==> src/rtl/ctrl_pkg.sv <==
//==============================================================================
// Module  : ctrl_pkg
// Brief   : Shared opcodes, input-mux codes, field positions and FSM encoding
// Revision: 1.0 - initial release
//==============================================================================
`default_nettype none

package ctrl_pkg;

  localparam logic [1:0] OP_MOV = 2'b00;
  localparam logic [1:0] OP_LDI = 2'b01;
  localparam logic [1:0] OP_ALU = 2'b10;
  localparam logic [1:0] OP_CLR = 2'b11;

  localparam logic [1:0] MUX_FILE = 2'b00;
  localparam logic [1:0] MUX_IMM  = 2'b01;
  localparam logic [1:0] MUX_ALU  = 2'b10;

  // Read address 3 selects the file's constant source, and is not a writable register
  localparam logic [1:0] ADDR_CONST = 2'd3;

  localparam int OP_MSB  = 15;
  localparam int OP_LSB  = 14;
  localparam int DST_MSB = 13;
  localparam int DST_LSB = 12;
  localparam int SRC_MSB = 11;
  localparam int SRC_LSB = 10;
  localparam int FN_MSB  = 9;
  localparam int FN_LSB  = 8;
  localparam int IMM_MSB = 7;
  localparam int IMM_LSB = 0;

  typedef enum logic [2:0] {
    ST_IDLE = 3'd0,
    ST_RD_A = 3'd1,
    ST_RD_B = 3'd2,
    ST_EX   = 3'd3,
    ST_WB   = 3'd4,
    ST_ERR  = 3'd5
  } state_t;

endpackage

`default_nettype wire

==> src/rtl/reg_file_ctrl_if.sv <==
//==============================================================================
// Module  : reg_file_ctrl_if
// Brief   : Instruction handshake and register-file/ALU control bundle
// Revision: 1.0 - initial release
//==============================================================================
`default_nettype none

interface reg_file_ctrl_if;
  logic [15:0] INSTR;
  logic        INSTR_VALID;
  logic        INSTR_READY;
  logic [2:0]  SEL;
  logic [1:0]  ADDR;
  logic [1:0]  IN_MUX;
  logic [7:0]  IMM_OUT;
  logic [1:0]  ALU_FN;
  logic        LD_A;
  logic        LD_B;
  logic        BUSY;
  logic        DONE;
  logic        ERR;

  modport master (
    output INSTR, INSTR_VALID,
    input  INSTR_READY, SEL, ADDR, IN_MUX, IMM_OUT, ALU_FN,
    input  LD_A, LD_B, BUSY, DONE, ERR
  );

  modport slave (
    input  INSTR, INSTR_VALID,
    output INSTR_READY, SEL, ADDR, IN_MUX, IMM_OUT, ALU_FN,
    output LD_A, LD_B, BUSY, DONE, ERR
  );
endinterface

`default_nettype wire

==> src/rtl/sel_dec.sv <==
//==============================================================================
// Module  : sel_dec
// Brief   : Enabled 2-bit to one-hot register write select; code 3 gives none
// Revision: 1.0 - initial release
//==============================================================================
`default_nettype none

module sel_dec (
  input  wire logic       i_en,
  input  wire logic [1:0] i_code,
  output logic      [2:0] o_sel
);

  always_comb begin
    o_sel = 3'b000;
    if (i_en) begin
      case (i_code)
        2'd0:    o_sel = 3'b001;
        2'd1:    o_sel = 3'b010;
        2'd2:    o_sel = 3'b100;
        default: o_sel = 3'b000;
      endcase
    end
  end

endmodule

`default_nettype wire

==> src/rtl/reg_file_ctrl.sv <==
//==============================================================================
// Module  : reg_file_ctrl
// Brief   : Micro-instruction sequencer for the 3-register file and ALU latches
// Revision: 1.0 - initial release
//==============================================================================
`default_nettype none

module reg_file_ctrl
  import ctrl_pkg::*;
(
  input wire logic      CLK,
  input wire logic      RST,
  reg_file_ctrl_if.slave bus
);

  state_t     r_state;
  state_t     w_state_nxt;
  logic [1:0] r_op;
  logic [1:0] r_dst;
  logic [1:0] r_src;
  logic [1:0] r_fn;
  logic [7:0] r_imm;
  logic [1:0] r_addr;
  logic [1:0] w_addr_nxt;
  logic       r_live;
  logic       w_ready;
  logic       w_accept;
  logic [1:0] w_in_op;
  logic [1:0] w_in_dst;
  logic [1:0] w_in_src;

  assign w_in_op  = bus.INSTR[OP_MSB:OP_LSB];
  assign w_in_dst = bus.INSTR[DST_MSB:DST_LSB];
  assign w_in_src = bus.INSTR[SRC_MSB:SRC_LSB];

  // r_live keeps READY low until the first edge after reset is released
  assign w_ready  = (r_state == ST_IDLE) && r_live;
  assign w_accept = bus.INSTR_VALID && w_ready;

  always_ff @(posedge CLK or posedge RST) begin
    if (RST) begin
      r_state <= ST_IDLE;
      r_live  <= 1'b0;
      r_addr  <= 2'd0;
      r_op    <= 2'd0;
      r_dst   <= 2'd0;
      r_src   <= 2'd0;
      r_fn    <= 2'd0;
      r_imm   <= 8'd0;
    end else begin
      r_state <= w_state_nxt;
      r_live  <= 1'b1;
      r_addr  <= w_addr_nxt;
      if (w_accept) begin
        r_op  <= w_in_op;
        r_dst <= w_in_dst;
        r_src <= w_in_src;
        r_fn  <= bus.INSTR[FN_MSB:FN_LSB];
        r_imm <= bus.INSTR[IMM_MSB:IMM_LSB];
      end
    end
  end

  // The read address is registered and only moves on entry to RD_A/RD_B,
  // so it stays put through EX and WB while the file is being written.
  always_comb begin
    w_state_nxt = r_state;
    w_addr_nxt  = r_addr;
    case (r_state)
      ST_IDLE: begin
        if (w_accept) begin
          if (w_in_dst == ADDR_CONST) begin
            w_state_nxt = ST_ERR;
          end else begin
            case (w_in_op)
              OP_LDI: w_state_nxt = ST_WB;
              OP_ALU: begin
                w_state_nxt = ST_RD_A;
                w_addr_nxt  = w_in_dst;
              end
              OP_CLR: begin
                w_state_nxt = ST_RD_B;
                w_addr_nxt  = ADDR_CONST;
              end
              default: begin
                w_state_nxt = ST_RD_B;
                w_addr_nxt  = w_in_src;
              end
            endcase
          end
        end
      end
      ST_RD_A: begin
        w_state_nxt = ST_RD_B;
        w_addr_nxt  = r_src;
      end
      ST_RD_B: w_state_nxt = (r_op == OP_ALU) ? ST_EX : ST_WB;
      ST_EX:   w_state_nxt = ST_WB;
      ST_WB:   w_state_nxt = ST_IDLE;
      ST_ERR:  w_state_nxt = ST_IDLE;
      default: w_state_nxt = ST_IDLE;
    endcase
  end

  always_comb begin
    bus.IN_MUX = MUX_FILE;
    if (r_state == ST_WB) begin
      case (r_op)
        OP_LDI:  bus.IN_MUX = MUX_IMM;
        OP_ALU:  bus.IN_MUX = MUX_ALU;
        default: bus.IN_MUX = MUX_FILE;
      endcase
    end
  end

  sel_dec u_sel_dec (
    .i_en   (r_state == ST_WB),
    .i_code (r_dst),
    .o_sel  (bus.SEL)
  );

  assign bus.INSTR_READY = w_ready;
  assign bus.BUSY        = (r_state != ST_IDLE);
  assign bus.ADDR        = r_addr;
  assign bus.IMM_OUT     = r_imm;
  assign bus.ALU_FN      = r_fn;
  assign bus.LD_A        = (r_state == ST_RD_B) && (r_op == OP_ALU);
  assign bus.LD_B        = (r_state == ST_EX);
  assign bus.DONE        = (r_state == ST_WB);
  assign bus.ERR         = (r_state == ST_ERR);

endmodule

`default_nettype wire

==> src/flat_wrapper.sv <==
// flat-port wrapper written by rule: the top's interface ports become plain ports
module reg_file_ctrl_flat import ctrl_pkg::*;
  (CLK, RST, bus_INSTR, bus_INSTR_VALID, bus_INSTR_READY, bus_SEL, bus_ADDR, bus_IN_MUX, bus_IMM_OUT, bus_ALU_FN, bus_LD_A, bus_LD_B, bus_BUSY, bus_DONE, bus_ERR);
  reg_file_ctrl_if bus_i ();
  input wire logic CLK;
  input wire logic RST;
  input wire logic [$bits(bus_i.INSTR)-1:0] bus_INSTR;
  input wire logic [$bits(bus_i.INSTR_VALID)-1:0] bus_INSTR_VALID;
  output wire logic [$bits(bus_i.INSTR_READY)-1:0] bus_INSTR_READY;
  output wire logic [$bits(bus_i.SEL)-1:0] bus_SEL;
  output wire logic [$bits(bus_i.ADDR)-1:0] bus_ADDR;
  output wire logic [$bits(bus_i.IN_MUX)-1:0] bus_IN_MUX;
  output wire logic [$bits(bus_i.IMM_OUT)-1:0] bus_IMM_OUT;
  output wire logic [$bits(bus_i.ALU_FN)-1:0] bus_ALU_FN;
  output wire logic [$bits(bus_i.LD_A)-1:0] bus_LD_A;
  output wire logic [$bits(bus_i.LD_B)-1:0] bus_LD_B;
  output wire logic [$bits(bus_i.BUSY)-1:0] bus_BUSY;
  output wire logic [$bits(bus_i.DONE)-1:0] bus_DONE;
  output wire logic [$bits(bus_i.ERR)-1:0] bus_ERR;
  assign bus_i.INSTR = bus_INSTR;
  assign bus_i.INSTR_VALID = bus_INSTR_VALID;
  assign bus_INSTR_READY = bus_i.INSTR_READY;
  assign bus_SEL = bus_i.SEL;
  assign bus_ADDR = bus_i.ADDR;
  assign bus_IN_MUX = bus_i.IN_MUX;
  assign bus_IMM_OUT = bus_i.IMM_OUT;
  assign bus_ALU_FN = bus_i.ALU_FN;
  assign bus_LD_A = bus_i.LD_A;
  assign bus_LD_B = bus_i.LD_B;
  assign bus_BUSY = bus_i.BUSY;
  assign bus_DONE = bus_i.DONE;
  assign bus_ERR = bus_i.ERR;
  reg_file_ctrl u_core (.CLK(CLK), .RST(RST), .bus(bus_i));
endmodule
==> config.mk <==
export PLATFORM = sky130hd
export DESIGN_NAME = reg_file_ctrl_flat
export DESIGN_NICKNAME = d
export VERILOG_FILES = /design/src/rtl/ctrl_pkg.sv /design/src/rtl/reg_file_ctrl_if.sv /design/src/rtl/sel_dec.sv /design/src/rtl/reg_file_ctrl.sv /design/src/flat_wrapper.sv
export SDC_FILE = /design/constraint.sdc
export NUM_CORES = 1
export LEC_CHECK = 0
export CORE_ASPECT_RATIO = 0.75
export CORE_MARGIN = 1
export CORE_UTILIZATION = 43
export DETAILED_ROUTE_END_ITERATION = 8
export PLACE_DENSITY = 0.79
export SLEW_MARGIN = 40
export SYNTH_ARGS = -nofsm -noshare
export SYNTH_HDL_FRONTEND = slang
export SYNTH_HIERARCHICAL = 1
export SYNTH_SLANG_ARGS = --single-unit
==> constraint.sdc <==
create_clock -name CLK -period 2.1 [get_ports CLK]
set_input_delay 0.42 -clock CLK [delete_from_list [all_inputs] [get_ports CLK]]
set_output_delay 0.42 -clock CLK [all_outputs]
set_load 0.005 [all_outputs]
* Word level (Yosys, flattened, before mapping)
Cells that the tools add are included.
** Operators by class
- Reductions and logical operators :: 8
- Mux-type cells :: 13
- Eq/ne operators :: 16
** Operators by type and width (count)
- $mux W3 :: 4
- $pmux W3 S4 :: 1
- $eq A2 B2 Y1 const B :: 5
- $pmux W3 S3 :: 1
- $pmux W2 S2 :: 2
- $eq A2 B1 Y1 const B :: 3
- $eq A3 B2 Y1 const B :: 2
- $eq A3 B3 Y1 const B :: 2
- $mux W2 :: 3
- $pmux W2 S3 :: 1
- $pmux W3 S2 :: 1
- $ne A2 B2 Y1 const B :: 2
- $reduce_and A4 Y1 :: 1
- $eq A3 B1 Y1 const B :: 1
- $logic_and A1 B1 Y1 :: 3
- $logic_not A3 Y1 :: 1
- $reduce_bool A3 Y1 :: 1
- $logic_not A2 Y1 :: 1
- $ne A2 B1 Y1 const B :: 1
- $reduce_bool A2 Y1 :: 1
** Storage, ports and cells
- Register bits :: 22
- Bits of input ports :: 19
- Output and inout port bits :: 23

* Longest topological paths before layout
Gate-level depths: netlist of the first run.
- Depth in word-level cells :: 5
- Gate-level depth with buffers :: 6
- Gate-level depth less buffers :: 6

* By module
Netlist of the first run, hierarchy kept.
** By module, submodules not included
- reg_file_ctrl :: times used 1, area each 1096.1 µm², cells each 87
- sel_dec :: times used 1, area each 30.0 µm², cells each 3

* Worst setup path before layout of the first run
Ideal clock, no wire load.
- Kind :: input port to flip-flop
- Start point :: in bus_INSTR[15]
- End point :: reg u_core.r_addr[0] (netlist: u_core/bus.ADDR[0])
- Arrival time :: 1.377 ns
- Path buffers :: 0
- Slack :: 0.599 ns
- Stages on the path :: 6
- Cells stage by stage :: inv_1 > ha_1 > a21oi_1 > a31oi_1 > nor3_1 > mux2_2
** On the way
- Cells in the longest elaborated chain, start to end :: 5
** Ends and longest elaborated chain
- start: declaration :: RTL line flat_wrapper.sv:7 : input wire logic [$bits(bus_i.INSTR)-1:0] bus_INSTR;
- $eq A2 B2 Y1 / $eq A2 B1 Y1 (equally long branches) :: RTL line reg_file_ctrl.sv:75 : case (w_in_op)
- $pmux W2 S3 :: RTL line reg_file_ctrl.sv:75
- $mux W2 :: RTL line reg_file_ctrl.sv:72 : if (w_in_dst == ADDR_CONST) begin
- $mux W2 :: RTL line reg_file_ctrl.sv:71 : if (w_accept) begin
- $pmux W2 S2 :: RTL line reg_file_ctrl.sv:69 : case (r_state)
- end signal: assignment :: RTL line reg_file_ctrl.sv:53 : r_addr <= w_addr_nxt;
- end: declaration :: RTL line reg_file_ctrl.sv:23 : logic [1:0] r_addr;
Parallel ways exist; a longest one is shown, timed or not. The select of a mux whose other input is x is not followed.
A chain may end at the register's enable or synchronous reset.

* Worst setup path in the final report of the first run
- Start point :: reg u_core.r_state[0]
- End point :: out bus_LD_A
** On the way
- Cells in the longest elaborated chain, start to end :: 2
** Ends and longest elaborated chain
- start: declaration :: RTL line reg_file_ctrl.sv:16 : state_t r_state;
- start signal: assignment :: RTL line reg_file_ctrl.sv:51 : r_state <= w_state_nxt;
- $eq A3 B2 Y1 :: RTL line reg_file_ctrl.sv:127 : assign bus.LD_A = (r_state == ST_RD_B) && (r_op == OP_ALU);
- $logic_and A1 B1 Y1 :: RTL line reg_file_ctrl.sv:127
- end: declaration :: RTL line flat_wrapper.sv:15 : output wire logic [$bits(bus_i.LD_A)-1:0] bus_LD_A;
Every way passes these cells.

==> reports/metrics.cfg, run 1 <==
[sta]
slew_violations = 0
post-route-period-util = 0.943
period_needed_ns = 1.98
hold_viol_final = 0
setup_tns_ns = 0
rsz0062_at_grt = no
fmax_mhz = 505
skew_ns = 0.000427
setup_viol = 0
worst_slack_ns = 0.120

[placed_design]
io_buffers = 41
dp_hpwl_um = 1760
pre_cts_slack_ns = -0.0438
place.gp.congestion = 0.901

[routing]
drt-total-wl_um = 2450
dr_total_vias = 905
wl_per_cell_um = 13.7
via_per_inst = 5.06
initialDrtViolationCount = 31
ant_nets = 0
drc_errors = 0
dr.pass1.iters = 4

[floorplan]
initial_utilization = 0.472
core_area_mm2 = 0.00238
die-height_um = 46.3
die_area_mm2 = 0.00283
num_rows = 15
dieWidth_um = 61.1
boundaryPins = 42

[cts]
insertion_delay_ns = 0.31
clkTransAtPathRegs_ns = 0.12
ctsHtreeMaxLevel = 1
cts_max_path_buffers = 2
cts_tree = done
hold_buffers = 0
cts_buffers = 3
cts.sinks = 22
ctsRootBufferMaster = clkbuf_4

[run_status]
outcome = finished, final reports clean

[synth]
synth_top_family_by_area = multiplexers
ys_ff_latch = 22
synthCells = 90
synth_xor_area_frac = 0
yosys_warnings = 6
syn_area_mm2 = 0.00113
yosysTopAreaCell = dfrtp_1
synthAdderAreaFrac = 0.0333
ys_top_cells_by_area = dfrtp_1 49%, mux2_4 11%, mux2_2 9.0%
synth_area_per_cell_um2 = 12.5
synthMuxAreaShare = 0.214
synth_compound_area_frac = 0.0578
yosys.area_share.simple = 0.153
ys_types = 28
synth_top_area_frac = 0.489
yosysSeqAreaShare = 0.489
syn_nets = 112

[critical_path]
crit_family = buffers and inverters
r2r_end = u_core/r_dst[1]$_DFFE_PP0P_
setup.worst_path.end_class = primary output
crit_arrival_ns = 1.56
crit_required_ns = 1.68
start_kind = flop
r2r_start = u_core/r_state[1]$_DFFE_PP0P_
reg2reg_depth = 5
worst-r2r-setup-slack_ns = 0.23
cp.depth = 5
path_common_cell = buf_4
crit_fanout = 7
crit_start = u_core/r_state[0]$_DFFE_PP0P_
path_buf_inv = 4
crit_type = reg -> out
cpPeakStageDelay_ns = 0.41
cp_slowest_cell = dfrtp_1
crit_path_cell_trace = buf_4, buf_4, buf_4, nor3_2, dlygate4sd2_1
cp-endpoint = bus_LD_A

[power]
p_clk_frac = 0.149
power_density_mw_per_mm2 = 1250
switchingPower_w = 0.000626
pwr-share-comb = 0.499
internal_power_w = 0.00151
vdd_ir_drop_max_v = 0.000622
power_leakage_nw = 0.831
seq_power_share = 0.351
p_total_w = 0.00214
p_sw_frac = 0.293

[global_route]
track_usage = 0.194
first_global_vias = 887
grt_pass1_wl_um = 3820
grt_antenna_before_repair = 0
grt_max_degree = 19
grt_overflow_total = 0

[cells_and_area]
multi_input_area_um2 = 531
fill_cells = 188
area_delta_synth_final_pct = 51.9
drive_gt1_frac = 0.290
diodes = 0
seqCellArea_um2 = 551
num-nets-final = 168

[min_path]
hold_path.class = in -> async

[flow_run]
max_cap_viol_count = 0

layer usage:
layer  part of all wire  wire length (um)  vias to the layer above  global-route usage
li1                   -                 -                      424                   -
met1               0.41              1010                      432               0.242
met2               0.48              1160                       45               0.311
met3              0.094               230                        4              0.0730
met4              0.015                37                        0              0.0636
met5                  0                 0                        -                   0
cell type report:
class,instances,area share
inverter,6,0.0132
tap,34,0.0249
clock buffer,3,0.0132
sequential,22,0.322
timing repair buffer,55,0.299
multi-input combinational,58,0.310
clock inverter,1,0.0176
power by group through the flow:
stage | registers, W | clock network (W) | logic [W]
6_report | 0.000750 | 0.000319 | 0.00107
5_1_grt | 0.000777 | 0.000350 | 0.00116
4_1_cts | 0.000752 | 0.000326 | 0.00105
3_5_place_dp | 0.000762 | 0 | 0.000998
3_3_place_gp | 0.000752 | 0 | 0.000972
2_1_floorplan | 0.000742 | 0 | 0.000526
state kept, by name (all words and copies together), names as in the netlist:
signal / flops
u_core/bus.ALU_FN: 2
u_core/r_live: 1
u_core/bus.ADDR: 2
u_core/r_state: 3
u_core/r_dst: 2
u_core/r_op: 2
u_core/bus.IMM_OUT: 8
u_core/r_src: 2
repair_timing:
| item | 4_1_cts | 5_1_grt |
|---|---|---|
| gates resized for setup | 10 | 3 |
| buffers inserted | 4 | 2 |
| pin swaps | 1 | 0 |
| endpoints found under the setup margin | 6 | 3 |
worst min path at each step:
stage / start / end / slack [ns] / depth (start not counted)
CTS: RST / u_core/bus.IMM_OUT[1]$_DFFE_PP0P_ / 0.28 / 2
global route: RST / u_core/bus.IMM_OUT[1]$_DFFE_PP0P_ / 0.27 / 2
floorplan: RST / u_core/bus.ADDR[0]$_DFFE_PP0P_ / 0.41 / 1
finish: RST / u_core/bus.IMM_OUT[1]$_DFFE_PP0P_ / 0.28 / 2
detailed placement: u_core/bus.IMM_OUT[3]$_DFFE_PP0P_ / u_core/bus.IMM_OUT[3]$_DFFE_PP0P_ / 0.50 / 1
global placement: u_core/bus.IMM_OUT[0]$_DFFE_PP0P_ / u_core/bus.IMM_OUT[0]$_DFFE_PP0P_ / 0.49 / 1
per-stage QoR:
stage	util	cell area [um^2]	hold slack, ns	cells
final	0.718	1710	0.281	179
after global placement	0.674	1610	0.489	169
after floorplan	-	1130	0.409	90
after CTS	0.707	1690	0.280	177
after detailed placement	0.674	1610	0.496	169
after global routing	0.718	1710	0.268	179
cell families (layout without fill, tap and decap cells):
kind of cell,count (synthesis),in the layout
DFF,22,22
adders and majority gates,3,3
buffers and inverters,10,65
muxes,19,19
other,1,1
AOI/OAI and AO/OA,11,11
and+or+nand+nor,24,24
cell usage in the layout (no fill, tap or decap), drive strengths merged, types with 2 or more instances in the layout:
| cell type | n |
|---|---|
| dfrtp | 22 |
| dlygate4sd2 | 7 |
| dlymetal6s2s | 2 |
| clkbuf | 3 |
| ha | 3 |
| nor3 | 3 |
| inv | 6 |
| a21oi | 5 |
| and3b | 4 |
| nand2 | 3 |
| nor3b | 4 |
| mux2 | 17 |
| nor2 | 5 |
| mux2i | 2 |
| buf | 14 |
| clkdlybuf4s50 | 32 |
| o21ai | 2 |
synth_stat cells:
library cell,instances
and3b_1,4
a21boi_0,1
nor2_1,4
o31a_1,1
nand2b_1,1
a31oi_1,1
a22oi_1,1
nor4b_1,1
mux2_4,8
ha_1,3
o21ai_0,2
nand2_1,3
inv_1,6
clkbuf_1,2
mux2_2,9
nor3b_2,1
dfrtp_1,22
buf_2,1
buf_12,1
nor3b_1,3
or4_1,1
nor3_1,3
nand3b_1,1
mux2i_1,2
or3_4,1
a21oi_1,5
nor2_8,1
conb_1,1
worst reg2reg max path, cell delays in order, from the launching register on:
cell and delay [ns]:
dfrtp_1 0.43, buf_4 0.14, or3_4 0.36, buf_4 0.16, nor2_8 0.29, mux2_2 0.39
Note: power is estimated with default switching activity, not from simulation.
==> run 2, diff against run 1 <==
- CORE_ASPECT_RATIO: 0.75 -> 1.5
==> reports/metrics.cfg, run 2 (synthesis gave the netlist of run 1 again) <==
[flow_run]
max_cap_viol_count = 0

[cells_and_area]
final_cell_mix = 32 x clkdlybuf4s50_1, 20 x dfrtp_1, 13 x buf_4
diodes = 0
fill_cells = 191
layout_commonest_cell = clkdlybuf4s50_1
final_area_mm2 = 0.00168
seqCellArea_um2 = 553
area_delta_synth_final_pct = 48.8
num-nets-final = 167
drive_gt1_frac = 0.294
largest_reg_flops = 8
stdcell_count = 167
multi_input_area_um2 = 536

[floorplan]
num_rows = 22
die-height_um = 64.7
die_area_mm2 = 0.00283
boundaryPins = 42
dieWidth_um = 43.8
core_area_mm2 = 0.00248
initial_utilization = 0.455

[cts]
cts_tree = done
cts_buffers = 3
insertion_delay_ns = 0.31
clkTransAtPathRegs_ns = 0.11
ctsRootBufferMaster = clkbuf_4
ctsHtreeMaxLevel = 1
cts.sinks = 22
cts_max_path_buffers = 2

[placed_design]
place_area_mm2 = 0.00159
place_inst = 159
io_buffers = 41
dp_hpwl_um = 1880
place.gp.congestion = 0.810
pre_cts_slack_ns = -0.0686

[sta]
period_needed_ns = 2.05
skew_ns = 0.00480
fmax_mhz = 488
setup_viol = 0
worst_slack_ns = 0.0513
slew_violations = 0
post-route-period-util = 0.976
hold_viol_final = 0

[global_route]
grt_overflow_total = 0
grt_pass1_wl_um = 4020
first_global_vias = 921
track_usage = 0.192
grt_max_degree = 23
grt_antenna_before_repair = 0

[critical_path]
crit_path_cell_trace = buf_4, nand3b_1, nor3_1, clkdlybuf4s50_1
crit_type = reg -> out
cp_slowest_cell = clkdlybuf4s50_1
cpPeakStageDelay_ns = 0.52
setup.worst_path.end_class = primary output
cp-endpoint = bus_LD_A
cp.depth = 4
crit_start = u_core/r_state[1]$_DFFE_PP0P_
r2r_end = u_core/bus.IMM_OUT[7]$_DFFE_PP0P_
start_kind = flop
path_buf_inv = 2
r2r_start = u_core/r_state[1]$_DFFE_PP0P_
crit_required_ns = 1.68
crit_arrival_ns = 1.63
crit_fanout = 4
worst-r2r-setup-slack_ns = 0.17
reg2reg_depth = 5
crit_family = buffers and inverters

[power]
switchingPower_w = 0.000634
internal_power_w = 0.00138
seq_power_share = 0.386
vdd_ir_drop_max_v = 0.000633
pwr-share-comb = 0.521
p_sw_frac = 0.315
power_density_mw_per_mm2 = 1200
p_clk_frac = 0.094
power_leakage_nw = 0.840

[routing]
drt-total-wl_um = 2470
initialDrtViolationCount = 25
wl_per_cell_um = 14.8
ant_nets = 0
via_per_inst = 5.26
drc_errors = 1
dr.pass1.iters = 6
dr_total_vias = 878

[run_status]
violations = DRC
outcome = finished with violations

[min_path]
hold_path.class = in -> async

-- run 2: what timing repair did --
item / in CTS / in global routing
endpoints found under the setup margin: 8 / 5
gates resized for setup: 12 / 4
hold endpoints to repair: 0 / 0
hold buffers: 0 / 0
pin swaps: 1 / 0
setup buffers: 4 / 1
-- run 2: layer usage --
metal / track usage / wire length, um / share of wire / up-vias
met5: 0 / 0 / 0 / -
met4: 0.0938 / 62 / 0.025 / 0
met3: 0.0251 / 156 / 0.063 / 8
met2: 0.332 / 1290 / 0.52 / 47
met1: 0.225 / 965 / 0.39 / 404
li1: - / - / - / 419
-- run 2: worst min-delay path by stage --
stage	from	endpoint	slack [ns]	cells after the start
floorplan	RST	u_core/bus.ADDR[0]$_DFFE_PP0P_	0.41	1
global placement	u_core/bus.IMM_OUT[7]$_DFFE_PP0P_	u_core/bus.IMM_OUT[7]$_DFFE_PP0P_	0.49	1
detailed placement	u_core/bus.IMM_OUT[6]$_DFFE_PP0P_	u_core/bus.IMM_OUT[6]$_DFFE_PP0P_	0.50	1
CTS	RST	u_core/bus.ALU_FN[0]$_DFFE_PP0P_	0.46	3
global route	RST	u_core/r_src[1]$_DFFE_PP0P_	0.46	3
finish	RST	u_core/r_src[1]$_DFFE_PP0P_	0.45	3
-- run 2: area by class of cell --
type                       count  share of cell area
timing repair buffer          54               0.305
inverter                       6              0.0134
multi-input combinational     58               0.320
tap                           24              0.0179
clock buffer                   3              0.0134
sequential                    22               0.330
-- run 2: power by group through the flow --
stage          registers (W)  clock network (W)  logic (W)
6_report            0.000776           0.000189    0.00105
4_1_cts             0.000778           0.000201    0.00104
3_3_place_gp        0.000770                  0   0.000954
5_1_grt             0.000804           0.000216    0.00111
2_1_floorplan       0.000742                  0   0.000526
3_5_place_dp        0.000782                  0   0.000982
-- run 2: stage by stage --
stage                     power, W  hold slack (ns)   util  setup TNS (ns)
after detailed placement   0.00176            0.499  0.643          -0.131
after global placement     0.00172            0.492  0.643               0
after CTS                  0.00202            0.457  0.669               0
final                      0.00201            0.450  0.676               0
after global routing       0.00213            0.461  0.676        -0.00672
after floorplan            0.00127            0.409      -               0
-- run 2: worst reg2reg max path: stages (launching register included) --
cell and delay, ns:
dfrtp_2 0.45, buf_4 0.15, or3_4 0.38, buf_4 0.16, nor2_8 0.29, mux2_2 0.40
==> run 3, diff against run 2 <==
- clock period: 2.1 -> 2 ns (I/O delays scaled with it)
==> reports/metrics.cfg, run 3 (synthesis gave the netlist of run 1 again) <==
[routing]
drc_errors = 1
drt-total-wl_um = 2620
ant_nets = 0
dr.pass1.iters = 6
wl_per_cell_um = 15.3
initialDrtViolationCount = 39
via_per_inst = 5.43
dr_total_vias = 929

[floorplan]
core_area_mm2 = 0.00248
boundaryPins = 42
dieWidth_um = 43.8
num_rows = 22
die-height_um = 64.7
die_area_mm2 = 0.00283
initial_utilization = 0.455

[cells_and_area]
fill_cells = 190
diodes = 0
largest_reg_flops = 8
final_area_mm2 = 0.00172
num-nets-final = 170
drive_gt1_frac = 0.333
stdcell_count = 171
final_cell_mix = 31 x clkdlybuf4s50_1, 21 x dfrtp_1, 14 x buf_4
multi_input_area_um2 = 543
layout_commonest_cell = clkdlybuf4s50_1
seqCellArea_um2 = 552
area_delta_synth_final_pct = 52.6

[critical_path]
reg2reg_depth = 6
worst-r2r-setup-slack_ns = 0.19
start_kind = flop
r2r_end = u_core/bus.IMM_OUT[1]$_DFFE_PP0P_
crit_type = reg -> out
setup.worst_path.end_class = primary output
crit_fanout = 8
crit_required_ns = 1.60
r2r_start = u_core/r_state[1]$_DFFE_PP0P_
crit_arrival_ns = 1.57

[sta]
setup_viol = 0
post-route-period-util = 0.983
fmax_mhz = 509
setup_tns_ns = 0
period_needed_ns = 1.97
slew_violations = 0
hold_viol_final = 0
skew_ns = 0.00599

[global_route]
track_usage = 0.204
grt_max_degree = 23
grt_overflow_total = 0
first_global_vias = 987
grt_pass1_wl_um = 4310
grt_antenna_before_repair = 0

[run_status]
violations = DRC
outcome = finished with violations

[flow_run]
max_cap_viol_count = 0

[cts]
cts.sinks = 22
clkTransAtPathRegs_ns = 0.12
cts_buffers = 3
cts_tree = done
cts_max_path_buffers = 2
ctsRootBufferMaster = clkbuf_4
hold_buffers = 0
ctsHtreeMaxLevel = 1
insertion_delay_ns = 0.30

[placed_design]
io_buffers = 41
place_area_mm2 = 0.00161
dp_hpwl_um = 1800
place_inst = 160
place.gp.congestion = 0.770

[power]
p_total_w = 0.00223
power_density_mw_per_mm2 = 1300
power_leakage_nw = 0.817
vdd_ir_drop_max_v = 0.000824

[min_path]
hold_path.class = in -> async

## run 3: stage by stage
step	hold slack, ns	util	setup WS [ns]
floorplan	0.389	-	0.503
global placement	0.492	0.652	-0.0410
detailed placement	0.494	0.652	-0.0798
CTS	0.418	0.686	0.000254
global route	0.440	0.693	-0.0231
finish	0.415	0.693	0.0338
## run 3: where the power goes
group	leakage [nW]	switching (W)	internal, W	total, W
Clock	0.0210	0.000131	0.000111	0.000242
Combinational	0.534	0.000418	0.000763	0.00118
Sequential	0.262	0.000147	0.000655	0.000803
Total	0.817	0.000696	0.00153	0.00223
## run 3: final cells by class
type	count	area share
well taps	24	0.0175
clock buffers	4	0.0211
repair buffers	57	0.311
multi-input cells	58	0.316
flip-flops and latches	22	0.321
inverters	6	0.0131
## run 3: per-layer routing
layer  wire length [um]  part of all wire  GRT usage  vias up
met4                 75             0.029     0.0898        0
met5                  0                 0          0        -
met1                945              0.36      0.225      436
li1                   -                 -          -      427
met2               1400              0.53      0.354       56
met3                199             0.076     0.0557       10
## run 3: timing repair
| action | in CTS | in global routing |
|---|---|---|
| gates resized for setup | 15 | 11 |
| buffers inserted | 6 | 1 |
| endpoints found under the setup margin | 9 | 7 |
| pin swaps | 3 | 1 |
## run 3: worst max path at each step
stage | start | end | depth (start not counted)
after floorplan | u_core/r_state[0]$_DFFE_PP0P_ | u_core/bus.ALU_FN[0]$_DFFE_PP0P_ | 4
after CTS | u_core/r_state[2]$_DFFE_PP0P_ | bus_LD_B | 3
after global routing | u_core/r_state[0]$_DFFE_PP0P_ | bus_ERR | 3
after detailed placement | bus_INSTR[15] | u_core/bus.ADDR[0]$_DFFE_PP0P_ | 7
final | u_core/r_state[0]$_DFFE_PP0P_ | bus_ERR | 3
after global placement | bus_INSTR[15] | u_core/bus.ADDR[1]$_DFFE_PP0P_ | 7
## run 3: critical path, cell delays in order (launching register included)
cell             delay [ns]
dfrtp_2                0.45
buf_4                  0.17
and3b_1                0.16
clkdlybuf4s50_1        0.49
